===== config.mk =====
export PLATFORM = sky130hd
export DESIGN_NAME = instr_fetch_unit
export DESIGN_NICKNAME = d
export VERILOG_FILES = /design/src/rtl/fetch_pkg.sv /design/src/rtl/fetch_pc.sv /design/src/rtl/instr_fetch_unit.sv
export SDC_FILE = /design/constraint.sdc
export NUM_CORES = 1
export LEC_CHECK = 0
export BUFFER_PORTS_ARGS = -buffer_cell sky130_fd_sc_hd__buf_2
export CAP_MARGIN = 20
export CELL_PAD_IN_SITES_DETAIL_PLACEMENT = 0
export CELL_PAD_IN_SITES_GLOBAL_PLACEMENT = 2
export CORE_MARGIN = 3
export CORE_UTILIZATION = 38
export CTS_BUF_LIST = sky130_fd_sc_hd__clkbuf_8
export DETAILED_ROUTE_END_ITERATION = 7
export PLACE_DENSITY_LB_ADDON = 0.12
export SKIP_LAST_GASP = 1
export SYNTH_ARGS = -nofsm -noshare
export SYNTH_HDL_FRONTEND = slang
export SYNTH_SLANG_ARGS = --single-unit

===== constraint.sdc =====
create_clock -name clk -period 3.6 [get_ports clk]
set_input_delay 1.08 -clock clk [delete_from_list [all_inputs] [get_ports clk]]
set_output_delay 1.08 -clock clk [all_outputs]
set_load 0.005 [all_outputs]

===== src/rtl/fetch_pkg.sv =====
// Shared types and constants for the instruction fetch unit: FSM states,
// instruction word field positions and the opcode encodings.
package fetch_pkg;

  typedef enum logic [2:0] {IDLE, FETCH, DECODE, ISSUE, HALT} state_t;

  localparam int OPC_MSB  = 7;
  localparam int OPC_LSB  = 5;
  localparam int ADDR_MSB = 4;
  localparam int ADDR_LSB = 0;

  localparam logic [7:0] DEFAULT_HALT_WORD = 8'h0C;

  localparam logic [2:0] OP_ADD  = 3'd0;
  localparam logic [2:0] OP_SUB  = 3'd1;
  localparam logic [2:0] OP_AND  = 3'd2;
  localparam logic [2:0] OP_OR   = 3'd3;
  localparam logic [2:0] OP_NOT  = 3'd4;
  localparam logic [2:0] OP_XOR  = 3'd5;
  localparam logic [2:0] OP_XNOR = 3'd6;
  localparam logic [2:0] OP_NOP  = 3'd7;

  function automatic logic [2:0] opcode_of(input logic [7:0] word);
    return word[OPC_MSB:OPC_LSB];
  endfunction

  function automatic logic [4:0] operand_of(input logic [7:0] word);
    return word[ADDR_MSB:ADDR_LSB];
  endfunction

endpackage


===== src/rtl/fetch_pc.sv =====
// Program counter for the fetch unit: clear, increment and a flag marking
// the last valid program address.
module fetch_pc #(
  parameter int PROG_LEN = 13
) (
  input  logic       clk,
  input  logic       rst,
  input  logic       inc,
  input  logic       clr,
  output logic [4:0] pc,
  output logic       at_last
);

  localparam logic [4:0] LAST_PC = 5'(PROG_LEN - 1);

  always_ff @(posedge clk or posedge rst) begin
    if (rst)
      pc <= '0;
    else if (clr)
      pc <= '0;
    else if (inc)
      pc <= pc + 5'd1;
  end

  assign at_last = (pc == LAST_PC);

endmodule


===== src/rtl/instr_fetch_unit.sv =====
// Instruction fetch unit: reads the instruction memory at pc, decodes the word
// and hands each instruction to the execute stage over valid/ready.
module instr_fetch_unit
  import fetch_pkg::*;
#(
  parameter int         PROG_LEN  = 13,
  parameter logic [7:0] HALT_WORD = DEFAULT_HALT_WORD
) (
  input  logic       clk,
  input  logic       rst,
  input  logic       start,
  input  logic       clear,
  output logic [4:0] imem_addr,
  input  logic [7:0] imem_data,
  output logic       exec_valid,
  input  logic       exec_ready,
  output logic [2:0] exec_opcode,
  output logic [4:0] exec_addr,
  output logic       busy,
  output logic       halted,
  output logic [7:0] retired_count
);

  state_t     state;
  logic [7:0] ir;
  logic [4:0] pc;
  logic       at_last;
  logic       accept;
  logic       pc_inc;
  logic       pc_clr;

  // The end-of-program test gates the increment, so pc can never wrap.
  assign accept = (state == ISSUE) && exec_valid && exec_ready;
  assign pc_inc = accept && !at_last;
  assign pc_clr = (state == HALT) && clear;

  fetch_pc #(.PROG_LEN(PROG_LEN)) u_fetch_pc (
    .clk     (clk),
    .rst     (rst),
    .inc     (pc_inc),
    .clr     (pc_clr),
    .pc      (pc),
    .at_last (at_last)
  );

  assign imem_addr = pc;

  always_ff @(posedge clk or posedge rst) begin
    if (rst) begin
      state         <= IDLE;
      ir            <= '0;
      exec_valid    <= 1'b0;
      exec_opcode   <= '0;
      exec_addr     <= '0;
      busy          <= 1'b0;
      halted        <= 1'b0;
      retired_count <= '0;
    end else begin
      case (state)
        IDLE: begin
          if (start) begin
            state <= FETCH;
            busy  <= 1'b1;
          end
        end
        FETCH: begin
          ir    <= imem_data;
          state <= DECODE;
        end
        DECODE: begin
          if (ir == HALT_WORD) begin
            state  <= HALT;
            busy   <= 1'b0;
            halted <= 1'b1;
          end else begin
            exec_opcode <= opcode_of(ir);
            exec_addr   <= operand_of(ir);
            exec_valid  <= 1'b1;
            state       <= ISSUE;
          end
        end
        ISSUE: begin
          if (exec_valid && exec_ready) begin
            exec_valid <= 1'b0;
            if (retired_count != 8'hFF)
              retired_count <= retired_count + 8'd1;
            if (at_last) begin
              state  <= HALT;
              busy   <= 1'b0;
              halted <= 1'b1;
            end else begin
              state <= FETCH;
            end
          end
        end
        HALT: begin
          // Clear has priority; start is ignored here and only seen from IDLE.
          if (clear) begin
            state  <= IDLE;
            halted <= 1'b0;
          end
        end
        default: begin
          state      <= IDLE;
          busy       <= 1'b0;
          halted     <= 1'b0;
          exec_valid <= 1'b0;
        end
      endcase
    end
  end

endmodule


# ---- Word level (Yosys, flattened, before mapping)
# Cells that the tools add are included.
dict set report op_classes {
  add_sub_neg 2
  eq_ne 13
  muxes 21
  bitwise_logic 4
  n_reduce_logical 17
}
# op count
set ops {}
lappend ops {{3-bit two-way mux} 5}
lappend ops {{3-bit case mux with 5 select lines} 1}
lappend ops {{1-bit two-way mux} 10}
lappend ops {{5-bit two-way mux} 2}
lappend ops {{2-bit inequality test (second input constant)} 5}
lappend ops {{5-bit AND reduction} 2}
lappend ops {{3-bit AND reduction} 3}
lappend ops {{8-bit by 1-bit adder with 8-bit output (second input constant)} 1}
lappend ops {{8-bit by 4-bit equality test with 1-bit output (second input constant)} 1}
lappend ops {{8-bit inequality test (second input constant)} 1}
lappend ops {{1-bit case mux with 4 select lines} 2}
lappend ops {{3-bit by 2-bit equality test with 1-bit output (second input constant)} 2}
lappend ops {{5-bit by 1-bit adder with 5-bit output (second input constant)} 1}
lappend ops {{5-bit by 4-bit equality test with 1-bit output (second input constant)} 1}
lappend ops {{1-bit logical AND} 5}
lappend ops {{1-bit inverter} 4}
lappend ops {{2-bit OR reduction} 2}
lappend ops {{3-bit by 1-bit equality test with 1-bit output (second input constant)} 1}
lappend ops {{3-bit equality test (second input constant)} 1}
lappend ops {{3-bit logical NOT} 1}
lappend ops {{1-bit case mux with 3 select lines} 1}
lappend ops {{3-bit OR reduction} 1}
lappend ops {{2-bit by 1-bit inequality test with 1-bit output (second input constant)} 1}
lappend ops {{2-bit AND reduction} 1}
lappend ops {{other kinds (2)} 2}
dict set report word_totals {
  reg_bits 35
  out_inout_bits 24
}

# ---- Depth between registers and ports, before layout
# Gate-level depths: netlist of run 1.
dict set report depth {
  word_depth 6
  mapped_depth 6
}

# ---- Hierarchy
# From an unflattened synthesis of run 1, not the netlist that was laid out.
dict set report hier_totals {
  cells_unflattened 142
  area_unflattened_um2 1704.1
}
# module instances cells_each area_each_um2 seq_area_each_um2
set modules_own_cells {}
lappend modules_own_cells {instr_fetch_unit 1 115 1397.6 750.7}
lappend modules_own_cells {fetch_pc 1 27 306.5 125.1}

# ---- Worst setup path after synthesis of run 1
# Ideal clock, no wire load.
dict set report synth_path {
  path_type {in2reg}
  startpoint {input exec_ready}
  endpoint {register u_fetch_pc.pc[4]}
  setup_time_ns 0.077
  arrival_time_ns 2.013
  path_slack_ns 1.509
  path_stages 5
  n_path_buf 1
  cell_sequence {and3_1 -> buf_2 -> nand3_1 -> or3_1 -> a21oi_1}
}
dict set report synth_via {
  elab_chain_len 3
}
# element line_no
set synth_lines {}
lappend synth_lines {{from (decl)} instr_fetch_unit.sv:16} ;# input logic exec_ready,
lappend synth_lines {{1-bit logical AND} instr_fetch_unit.sv:33} ;# assign accept = (state == ISSUE) && exec_valid && exec_ready;
lappend synth_lines {{1-bit logical AND} instr_fetch_unit.sv:34} ;# assign pc_inc = accept && !at_last;
lappend synth_lines {{2-bit nonzero test (no source line)} -}
lappend synth_lines {{to (signal assigned)} fetch_pc.sv:22} ;# pc <= pc + 5'd1;
lappend synth_lines {{to (decl)} fetch_pc.sv:10} ;# output logic [4:0] pc,
# No other way between the ends.
# A chain may end at the register's enable or synchronous reset.

# ---- Final worst setup path of run 1
dict set report layout_path {
  startpoint {input exec_ready}
  endpoint {register retired_count[1]}
}
dict set report layout_via {
  elab_chain_len 2
}
# element line_no
set layout_lines {}
lappend layout_lines {{1-bit logical AND} instr_fetch_unit.sv:83} ;# if (exec_valid && exec_ready) begin
lappend layout_lines {{3-bit AND reduction (no source line)} -}
lappend layout_lines {{to (signal assigned)} instr_fetch_unit.sv:86} ;# retired_count <= retired_count + 8'd1;
lappend layout_lines {{to (decl)} instr_fetch_unit.sv:21} ;# output logic [7:0] retired_count
# No other way between the ends.

==> qor.yml, run 1 <==
yosys:
  synth_compound_area_share_pct: 9.201
  synth_ff_type: "dfrtp_1"
  yosys.cell_types.count: 39
  synthCells: 145
  synth_area_leaders: "dfrtp_1 53%, mux2_2 12%, a21oi_1 2.4%, ha_1 2.3%, nor2_1 2.3%"
  synthXorXnorAreaFrac_pct: 2.640
  synthArstFlopShare_pct: 100.0
  synth.net_count: 161
  seq_area_frac_synth_pct: 52.79
  synth_adder_area_share_pct: 2.262
  yosys_warnings: 0
  ys_ff_latch: 35
  synth_edf_count: 0
  synth.avg_cell_area_sq_um: 11.44
  synth_top_cell_by_area: "dfrtp_1"
  synth_top_family_by_area: "simple AND/OR/NAND/NOR gates"
  synth_mux_area_share_pct: 13.05
  synth_common_cells: "35 x dfrtp_1, 17 x mux2_2, 10 x nor2_1"
  syn_area_sq_um: 1659
  yosys.area_share.simple_pct: 17.35
  synth.most_common_cell: "dfrtp_1"
  synth_top_area_share_pct: 52.79
route:
  drc_errors: 0
  drt_wl_total_microns: 3398
  ant_nets: 0
  routedWlPerCell_microns: 14.46
  num_vias: 1245
  via_per_inst: 5.298
  dr.pass1.iters: 4
  drtIter0Drc: 57
cts:
  cts.reportedPaths.clkPinSlew_ns: 0.07
  cts_made_buffers: 5
  cts_sinks: 35
  h-tree-depth: 2
  worstSkewPairLatency_ns: 0.28
  cts_buffer_depth: 2
  ctsRootBufferMaster: "clkbuf_8"
  cts_hold_buf: 0
  cts_tree: "done"
  postCtsResizedCells: 0
  cts_setup_buffers: 0
timing:
  rsz0062_at_grt: "false"
  setup_viol: 0
  max_freq_mhz: 483.3
  skew_ns: 0.007486
  final_hold_viol_count: 0
  layout_setup_ws_ns: 1.531
  slew_viol_final: 0
  final.setup.tns_ns: 0
  slew_headroom_pct: 55.55
  period_share_pct: 57.47
  worst_slew_pin_slew_ns: 0.6661
  min_period_ns: 2.069
floorplanning:
  initial_core_util_pct: 40.32
  die-area_sq_um: 5195
  die_h_microns: 72.08
  coreArea_sq_um: 4115
  num_rows: 23
  io_pins: 37
  fp.dieW_microns: 72.08
critical_path:
  critPathMaxStageDelay_ns: 0.39
  r2r_cells: 4
  r2r-end: "retired_count[1]"
  crit_arrival_ns: 2.24
  rr_startpoint: "state[0]"
  critPathLaunch: "exec_ready"
  cp_num_buf_inv: 1
  crit_path_cell_trace: "buf_2 > nand2_1 > nor3_1 > and2_1 > mux2_2"
  cp_max_fo: 4
  endpoint: "retired_count[1]"
  r2r_slack_ns: 1.72
  worstPathRequired_ns: 3.77
  cp.depth: 5
  cp-start-kind: "input port"
  cpLargestDelayFamily: "simple AND/OR/NAND/NOR gates"
  endpoint_kind: "register"
  crit_type: "in -> reg"
  slowest_stage: "nor3_1"
pwr:
  power_density_nw_per_um2: 812.8
  ir_drop_v: 0.0003863
  leakage_uw: 0.0009339
placed_design:
  gp_congestion: 0.7766
  post-place-ws_ns: 1.228
  hpwl_microns: 2554
  placed_cells: 228
  port_buffers: 36
  dpl_cell_area_sq_um: 1883
cells_and_area:
  design_area_sq_um: 1971
  multi_input_area_sq_um: 738.2
  postLayoutCoreUtil_pct: 47.89
  drive_above_1_share_pct: 36.76
  insertedDiodeCount: 0
  finalNetCount: 201
  seq_area_sq_um: 875.8
  n_fill_cell: 406
  syn2layout_area_growth_pct: 18.78
  finalNonFillerCells: 235
grt:
  grt_pass1_vias: 1268
  grt_pass1_wl_microns: 5947
  overflow: 0
  antenna_found_initial: 0
  grt_use_total_pct: 14.61
  grt_max_degree: 19
flow_run:
  maxCapViolations: 0
worst_hold_path:
  min_path_type: "reg -> reg"
outcome:
  status: "finished, final reports clean"
==> routing by layer <==
layer | routed length [microns] | share of wire [%] | GRT usage [%] | vias to the layer above
met1 | 1509 | 44 | 18.74 | 612
met3 | 195 | 5.7 | 4.848 | 4
met4 | 24 | 0.71 | 3.758 | 0
met2 | 1668 | 49 | 23.76 | 31
met5 | 0 | 0 | 0 | -
li1 | - | - | - | 598
==> how the worst min path moves through the flow <==
| stage | depth (start not counted) | slack (ns) | startpoint | end |
|---|---|---|---|---|
| CTS | 1 | 0.49 | retired_count[5] | retired_count[5] |
| global placement | 1 | 0.48 | retired_count[5] | retired_count[5] |
| floorplan | 1 | 0.48 | retired_count[5] | retired_count[5] |
| detailed placement | 1 | 0.48 | retired_count[5] | retired_count[5] |
| finish | 1 | 0.49 | retired_count[5] | retired_count[5] |
| global route | 1 | 0.51 | exec_opcode[1] | exec_opcode[1] |
==> state kept, by name, indices dropped and copies added (netlist names) <==
name,flops
retired_count,8
halted,1
exec_valid,1
state,3
exec_addr,5
u_fetch_pc.pc,5
ir,8
exec_opcode,3
busy,1
==> report_power, final <==
group          switching (uW)  internal (uW)  leakage, uW
registers                 169            560     0.000429
clock network             132            150    0.0000470
logic                     267            323     0.000458
==> layout by cell type (no fill, tap or decap), types with 4 or more instances in the layout <==
| cell type | synthesis | layout |
|---|---|---|
| nand2b_1 | 4 | 4 |
| buf_2 | 3 | 36 |
| inv_1 | 5 | 5 |
| nand4_1 | 4 | 4 |
| dfrtp_1 | 35 | 35 |
| o21ai_0 | 4 | 4 |
| nand3_1 | 6 | 6 |
| and3_1 | 4 | 4 |
| mux2_2 | 17 | 17 |
| clkbuf_8 | 0 | 6 |
| a21oi_1 | 8 | 8 |
| nor2_1 | 10 | 10 |
| nand2_1 | 7 | 7 |
==> stage by stage <==
stage	hold slack, ns	power, uW
final	0.4858	1602
after global routing	0.5075	1738
after CTS	0.4914	1633
after detailed placement	0.4780	1342
after global placement	0.4815	1329
after floorplan	0.4811	1135
==> logic make-up after synthesis <==
| family | count (synthesis) |
|---|---|
| XOR/XNOR | 5 |
| buffers and inverters | 9 |
| adder cells (fa/ha/maj) | 3 |
| AO/OA/AOI/OAI | 24 |
| multiplexers | 19 |
| flip-flops | 35 |
| AND/OR/NAND/NOR | 50 |
==> cell type report <==
type                       count  share of cell area (%)
timing repair buffer          37                   9.524
tap                           50                   3.175
inverter                       5                  0.9524
clock inverter                 1                  0.2540
sequential                    35                   44.44
multi-input combinational    101                   37.46
clock buffer                   6                   4.190
Note: power is estimated with default switching activity, not from simulation.
==> run 2: changes to the inputs <==
Settings changed: CORE_UTILIZATION 38 to 36.
Clock period 3.6 ns to 2 ns, I/O delays scaled along.
==> run 2 against run 1 <==
Net effect:
- clock power increased by 74%
- wire length up 2.0%
- global-route usage decreased by 0.31 points
- final area rose by 1.5%
- hold slack worse by 0.077 ns
- cell count up 3.0%
- combinational power up 86%
- register-to-register slack got worse by 1.4 ns
- utilization down 2.6 points
- die area is 5.1% higher
- clock skew down 0.0054 ns
==> qor.yml, run 2 (synthesis results as in run 1) <==
timing:
  slew_viol_final: 0  # unchanged
  period_share_pct: 86.20
  final.setup.tns_ns: 0  # unchanged
  max_freq_mhz: 580.1
  final_hold_viol_count: 0  # unchanged
  min_period_ns: 1.724
  skew_ns: 0.002092  # was 0.007486 ns
  rsz0062_at_grt: "false"  # unchanged
  worst_slew_pin_slew_ns: 0.4409  # was 0.6661 ns
  setup_viol: 0  # unchanged
  slew_headroom_pct: 70.60  # was 55.55%
floorplanning:
  io_pins: 37  # unchanged
  initial_core_util_pct: 37.59  # was 40.32%
  die_h_microns: 73.89  # was 72.08 microns
  coreArea_sq_um: 4414  # was 4115 sq um
  fp.dieW_microns: 73.89  # was 72.08 microns
  num_rows: 24  # was 23
  die-area_sq_um: 5459  # was 5195 sq um
route:
  ant_nets: 0  # unchanged
  dr_wl_met2_microns: 1776  # was 1668 microns
  via_per_inst: 5.161  # was 5.298
  topRoutingLayerUsed: "met4"  # unchanged
  dr.pass1.iters: 4  # unchanged
  routedWlPerCell_microns: 14.33  # was 14.46 microns
  wl_met3_microns: 166  # was 195 microns
  drtIter0Drc: 43  # was 57
  drt-met1-wl_microns: 1488  # was 1509 microns
  num_vias: 1249  # was 1245
  drt_wl_total_microns: 3467  # was 3398 microns
  drc_errors: 0  # unchanged
cells_and_area:
  syn2layout_area_growth_pct: 20.51  # was 18.78%
  reg_top3: "ir: 8 flops, retired_count: 8 flops"  # unchanged
  insertedDiodeCount: 0  # unchanged
  finalNetCount: 205  # was 201
  postLayoutCoreUtil_pct: 45.29  # was 47.89%
  drive_above_1_share_pct: 38.42  # was 36.76%
  mostFrequentLayoutCells: "36 x buf_2, 35 x dfrtp_1, 17 x mux2_2"  # unchanged
  final_common_cell: "buf_2"  # unchanged
critical_path:
  r2r-end: "retired_count[1]"  # unchanged
  rr_startpoint: "state[0]"  # unchanged
  cp-start-kind: "register"  # was input port
  crit_type: "reg -> reg"  # was in -> reg
  r2r_cells: 4  # unchanged
  cp_max_fo: 13  # was 4
  endpoint_kind: "register"  # unchanged
  crit_arrival_ns: 1.90  # was 2.24 ns
  r2r_slack_ns: 0.28  # was 1.72 ns
  worstPathRequired_ns: 2.17  # was 3.77 ns
cts:
  ctsRootBufferMaster: "clkbuf_8"  # unchanged
  cts_made_buffers: 5  # unchanged
  worstSkewPairLatency_ns: 0.28  # about the same
  cts.reportedPaths.clkPinSlew_ns: 0.07  # about the same
  cts_buffer_depth: 2  # unchanged
  cts_hold_buf: 0  # unchanged
  postCtsResizedCells: 0  # unchanged
  cts_setup_buffers: 0  # unchanged
  cts_tree: "done"  # unchanged
  cts_sinks: 35  # unchanged
  h-tree-depth: 2  # unchanged
placed_design:
  hpwl_microns: 2562  # was 2554 microns
  port_buffers: 36  # unchanged
  gp_congestion: 0.7802  # was 0.7766
grt:
  grt_use_total_pct: 14.30  # was 14.61%
  antenna_found_initial: 0  # unchanged
  grt_max_degree: 36  # was 19
  grt_pass1_vias: 1305  # was 1268
  overflow: 0  # unchanged
  grt_pass1_wl_microns: 5878  # was 5947 microns
outcome:
  status: "finished, final reports clean"  # unchanged
pwr:
  ir_drop_v: 0.0005763  # was 0.0003863 V
  power_density_nw_per_um2: 1448  # was 812.8 nW/um^2
  leakage_uw: 0.0009548  # was 0.0009339 uW
flow_run:
  maxCapViolations: 0  # unchanged
worst_hold_path:
  min_path_type: "in -> async"  # was reg -> reg
==> run 2: worst max-delay path by stage <==
stage | start | endpoint | slack (ns) | cells past startpoint
floorplan | exec_ready | u_fetch_pc.pc[4] | 0.39 | 5
global placement | exec_ready | retired_count[1] | 0.27 | 5
detailed placement | exec_ready | retired_count[1] | 0.24 | 5
CTS | u_fetch_pc.pc[0] | busy | 0.27 | 5
global route | state[0] | retired_count[1] | 0.14 | 4
finish | state[0] | retired_count[1] | 0.28 | 4
==> run 2: report_power, final <==
part           internal [uW]  leakage (uW)  switching [uW]  total, uW
Sequential              1010      0.000429             302       1310
Clock                    238     0.0000477             252        490
Combinational            606      0.000478             489       1100
Total                   1850      0.000955            1040       2900
==> run 2: through the flow <==
stage	power (uW)	cell area [sq um]	worst slack [ns]	hold slack (ns)	instances
2_1_floorplan	2043	1659	0.3893	0.4811	145
3_3_place_gp	2424	1916	0.2750	0.4651	234
3_5_place_dp	2449	1916	0.2444	0.4583	234
4_1_cts	2949	1999	0.2697	0.4281	242
5_1_grt	3166	1999	0.1378	0.4367	242
6_report	2895	1999	0.2761	0.4089	242
==> run 2: critical path: stages, from the launching register on <==
cell and delay [ns]:
dfrtp_1 0.58, nand2b_1 0.16, nor3_1 0.31, and2_1 0.23
mux2_2 0.34
==> run 2: final cells by class <==
cell class,instances,area (sq um)
flip-flops and latches,35,875.8
clock inverters,3,15.01
multi-input cells,101,738.2
well taps,52,65.06
inverters,5,18.77
repair buffers,41,217.7
clock buffers,5,68.82
fillers,431,2415
==> run 2: routing by layer <==
layer,track usage (%),vias to the layer above
met2,24.02,25
met1,16.70,612
met4,4.225,0
li1,-,607
met5,0,-
met3,5.746,5
==> run 3: changes to the inputs <==
Settings changed: CORE_UTILIZATION 36 to 38.
Clock period 2 ns to 2.01 ns, I/O delays scaled along.
==> run 3 against run 2 <==
Net effect:
- global-route usage increased by 0.61 points
- clock skew increased by 0.0084 ns
- die area decreased by 4.8%
- combinational power about the same
- critical path depth unchanged
- total power rose by 4.8%
- first-iteration DRC count fell by 7.0%
- utilization is 3.7 points higher
- via count is 0.80% lower
- sequential share of layout area decreased by 0.41 points
- register-to-register slack better by 0.03 ns
- maximum frequency grew 1.3%
- critical endpoint is now u_fetch_pc.pc[4]
- largest power group unchanged
==> qor.yml, run 3 (synthesis results as in run 1) <==
critical_path:
  r2r-end: "u_fetch_pc.pc[4]"  # was retired_count[1]
  cp-start-kind: "register"  # unchanged
  endpoint_kind: "register"  # unchanged
  rr_startpoint: "state[1]"  # was state[0]
  r2r_cells: 4  # unchanged
  cp_max_fo: 11  # was 13
  crit_arrival_ns: 1.92  # was 1.90 ns
  crit_type: "reg -> reg"  # unchanged
  worstPathRequired_ns: 2.23  # was 2.17 ns
  r2r_slack_ns: 0.31  # was 0.28 ns
grt:
  grt_use_total_pct: 14.91  # was 14.30%
  overflow: 0  # unchanged
  grt_max_degree: 36  # unchanged
  grt_pass1_vias: 1269  # was 1305
  antenna_found_initial: 0  # unchanged
  grt_pass1_wl_microns: 6044  # was 5878 microns
placed_design:
  gp_congestion: 0.7440  # was 0.7802
  placed_cells: 231  # was 234
  hpwl_microns: 2602  # was 2562 microns
  port_buffers: 36  # unchanged
route:
  num_vias: 1239  # was 1249
  routedWlPerCell_microns: 14.69  # was 14.33 microns
  drc_errors: 0  # unchanged
  via_per_inst: 5.184  # was 5.161
  ant_nets: 0  # unchanged
  drtIter0Drc: 40  # was 43
  dr.pass1.iters: 4  # unchanged
  drt_wl_total_microns: 3512  # was 3467 microns
cts:
  cts_sinks: 35  # unchanged
  postCtsResizedCells: 0  # unchanged
  h-tree-depth: 2  # unchanged
  cts_setup_buffers: 0  # unchanged
  ctsRootBufferMaster: "clkbuf_8"  # unchanged
  cts_tree: "done"  # unchanged
  cts_buffer_depth: 2  # unchanged
  cts_made_buffers: 5  # unchanged
  worstSkewPairLatency_ns: 0.29  # was 0.28 ns
  cts.reportedPaths.clkPinSlew_ns: 0.08  # was 0.07 ns
  cts_hold_buf: 0  # unchanged
floorplanning:
  initial_core_util_pct: 40.32  # was 37.59%
  io_pins: 37  # unchanged
  die_h_microns: 72.08  # was 73.89 microns
  num_rows: 23  # was 24
  die-area_sq_um: 5195  # was 5459 sq um
  fp.dieW_microns: 72.08  # was 73.89 microns
  coreArea_sq_um: 4115  # was 4414 sq um
pwr:
  leakage_uw: 0.0009602  # was 0.0009548 uW
  power_density_nw_per_um2: 1503  # was 1448 nW/um^2
  ir_drop_v: 0.0005976  # was 0.0005763 V
timing:
  max_freq_mhz: 587.7  # was 580.1 MHz
  min_period_ns: 1.702  # was 1.724 ns
  setup_viol: 0  # unchanged
  slew_headroom_pct: 69.45  # was 70.60%
  rsz0062_at_grt: "false"  # unchanged
  final_hold_viol_count: 0  # unchanged
  period_share_pct: 84.65  # was 86.20%
  worst_slew_pin_slew_ns: 0.4578  # was 0.4409 ns
  skew_ns: 0.01050  # was 0.002092 ns
  slew_viol_final: 0  # unchanged
  final.setup.tns_ns: 0  # unchanged
cells_and_area:
  multi_input_area_sq_um: 738.2  # unchanged
  seq_area_sq_um: 875.8  # unchanged
  final_common_cell: "buf_2"  # unchanged
  reg_top3: "ir: 8 flops, retired_count: 8 flops"  # unchanged
  finalNetCount: 204  # was 205
  mostFrequentLayoutCells: "36 x buf_2, 35 x dfrtp_1, 17 x mux2_2"  # unchanged
  syn2layout_area_growth_pct: 21.64  # was 20.51%
  drive_above_1_share_pct: 38.10  # was 38.42%
  finalNonFillerCells: 239  # was 242
  n_fill_cell: 410  # was 431
  insertedDiodeCount: 0  # unchanged
worst_hold_path:
  min_path_type: "in -> async"  # unchanged
flow_run:
  maxCapViolations: 0  # unchanged
outcome:
  status: "finished, final reports clean"  # unchanged
==> run 3: cell type report <==
cell class,instances,share of cell area [%]
tap,50,3.100
sequential,35,43.40
clock buffer,5,3.410
clock inverter,3,2.170
timing repair buffer,40,10.42
multi-input combinational,101,36.58
inverter,5,0.9299
==> run 3: metal layers <==
metal	vias up	GRT usage, %	wire length, microns
met4	0	5.637	31
met5	-	0	0
met3	4	4.017	192
li1	604	-	-
met2	29	23.66	1726
met1	602	19.47	1562
==> run 3: power breakdown <==
group | internal (uW) | total (uW) | switching [uW] | leakage [uW]
logic | 608 | 1130 | 520 | 0.000473
registers | 1000 | 1270 | 271 | 0.000429
clock network | 369 | 630 | 261 | 0.0000581
total | 1980 | 3030 | 1050 | 0.000960
==> run 3: worst max-delay path, stage by stage (launching register included) <==
cell	delay, ns
dfrtp_1	0.57
and3_1	0.32
nand3_1	0.21
or3_1	0.39
a21oi_1	0.14
==> run 3: how the worst max path moves through the flow <==
stage                     cells past startpoint        startpoint                to  slack [ns]
final                                         4          state[1]  u_fetch_pc.pc[4]        0.31
after global routing                          4          state[1]  u_fetch_pc.pc[4]        0.18
after CTS                                     6  u_fetch_pc.pc[0]  u_fetch_pc.pc[4]        0.30
after detailed placement                      5        exec_ready  u_fetch_pc.pc[4]        0.26
after global placement                        5        exec_ready  u_fetch_pc.pc[4]        0.29
after floorplan                               5        exec_ready  u_fetch_pc.pc[4]        0.40
==> run 3: stage by stage <==
| stage | util (%) | power [uW] | hold WS [ns] | area (sq um) | setup slack (ns) |
|---|---|---|---|---|---|
| after floorplan | - | 2033 | 0.4811 | 1659 | 0.3963 |
| after global placement | 46.31 | 2414 | 0.4824 | 1906 | 0.2923 |
| after detailed placement | 46.31 | 2447 | 0.4807 | 1906 | 0.2567 |
| after CTS | 49.04 | 3094 | 0.4114 | 2018 | 0.2970 |
| after global routing | 49.04 | 3271 | 0.4361 | 2018 | 0.1842 |
| final | 49.04 | 3033 | 0.4044 | 2018 | 0.3085 |
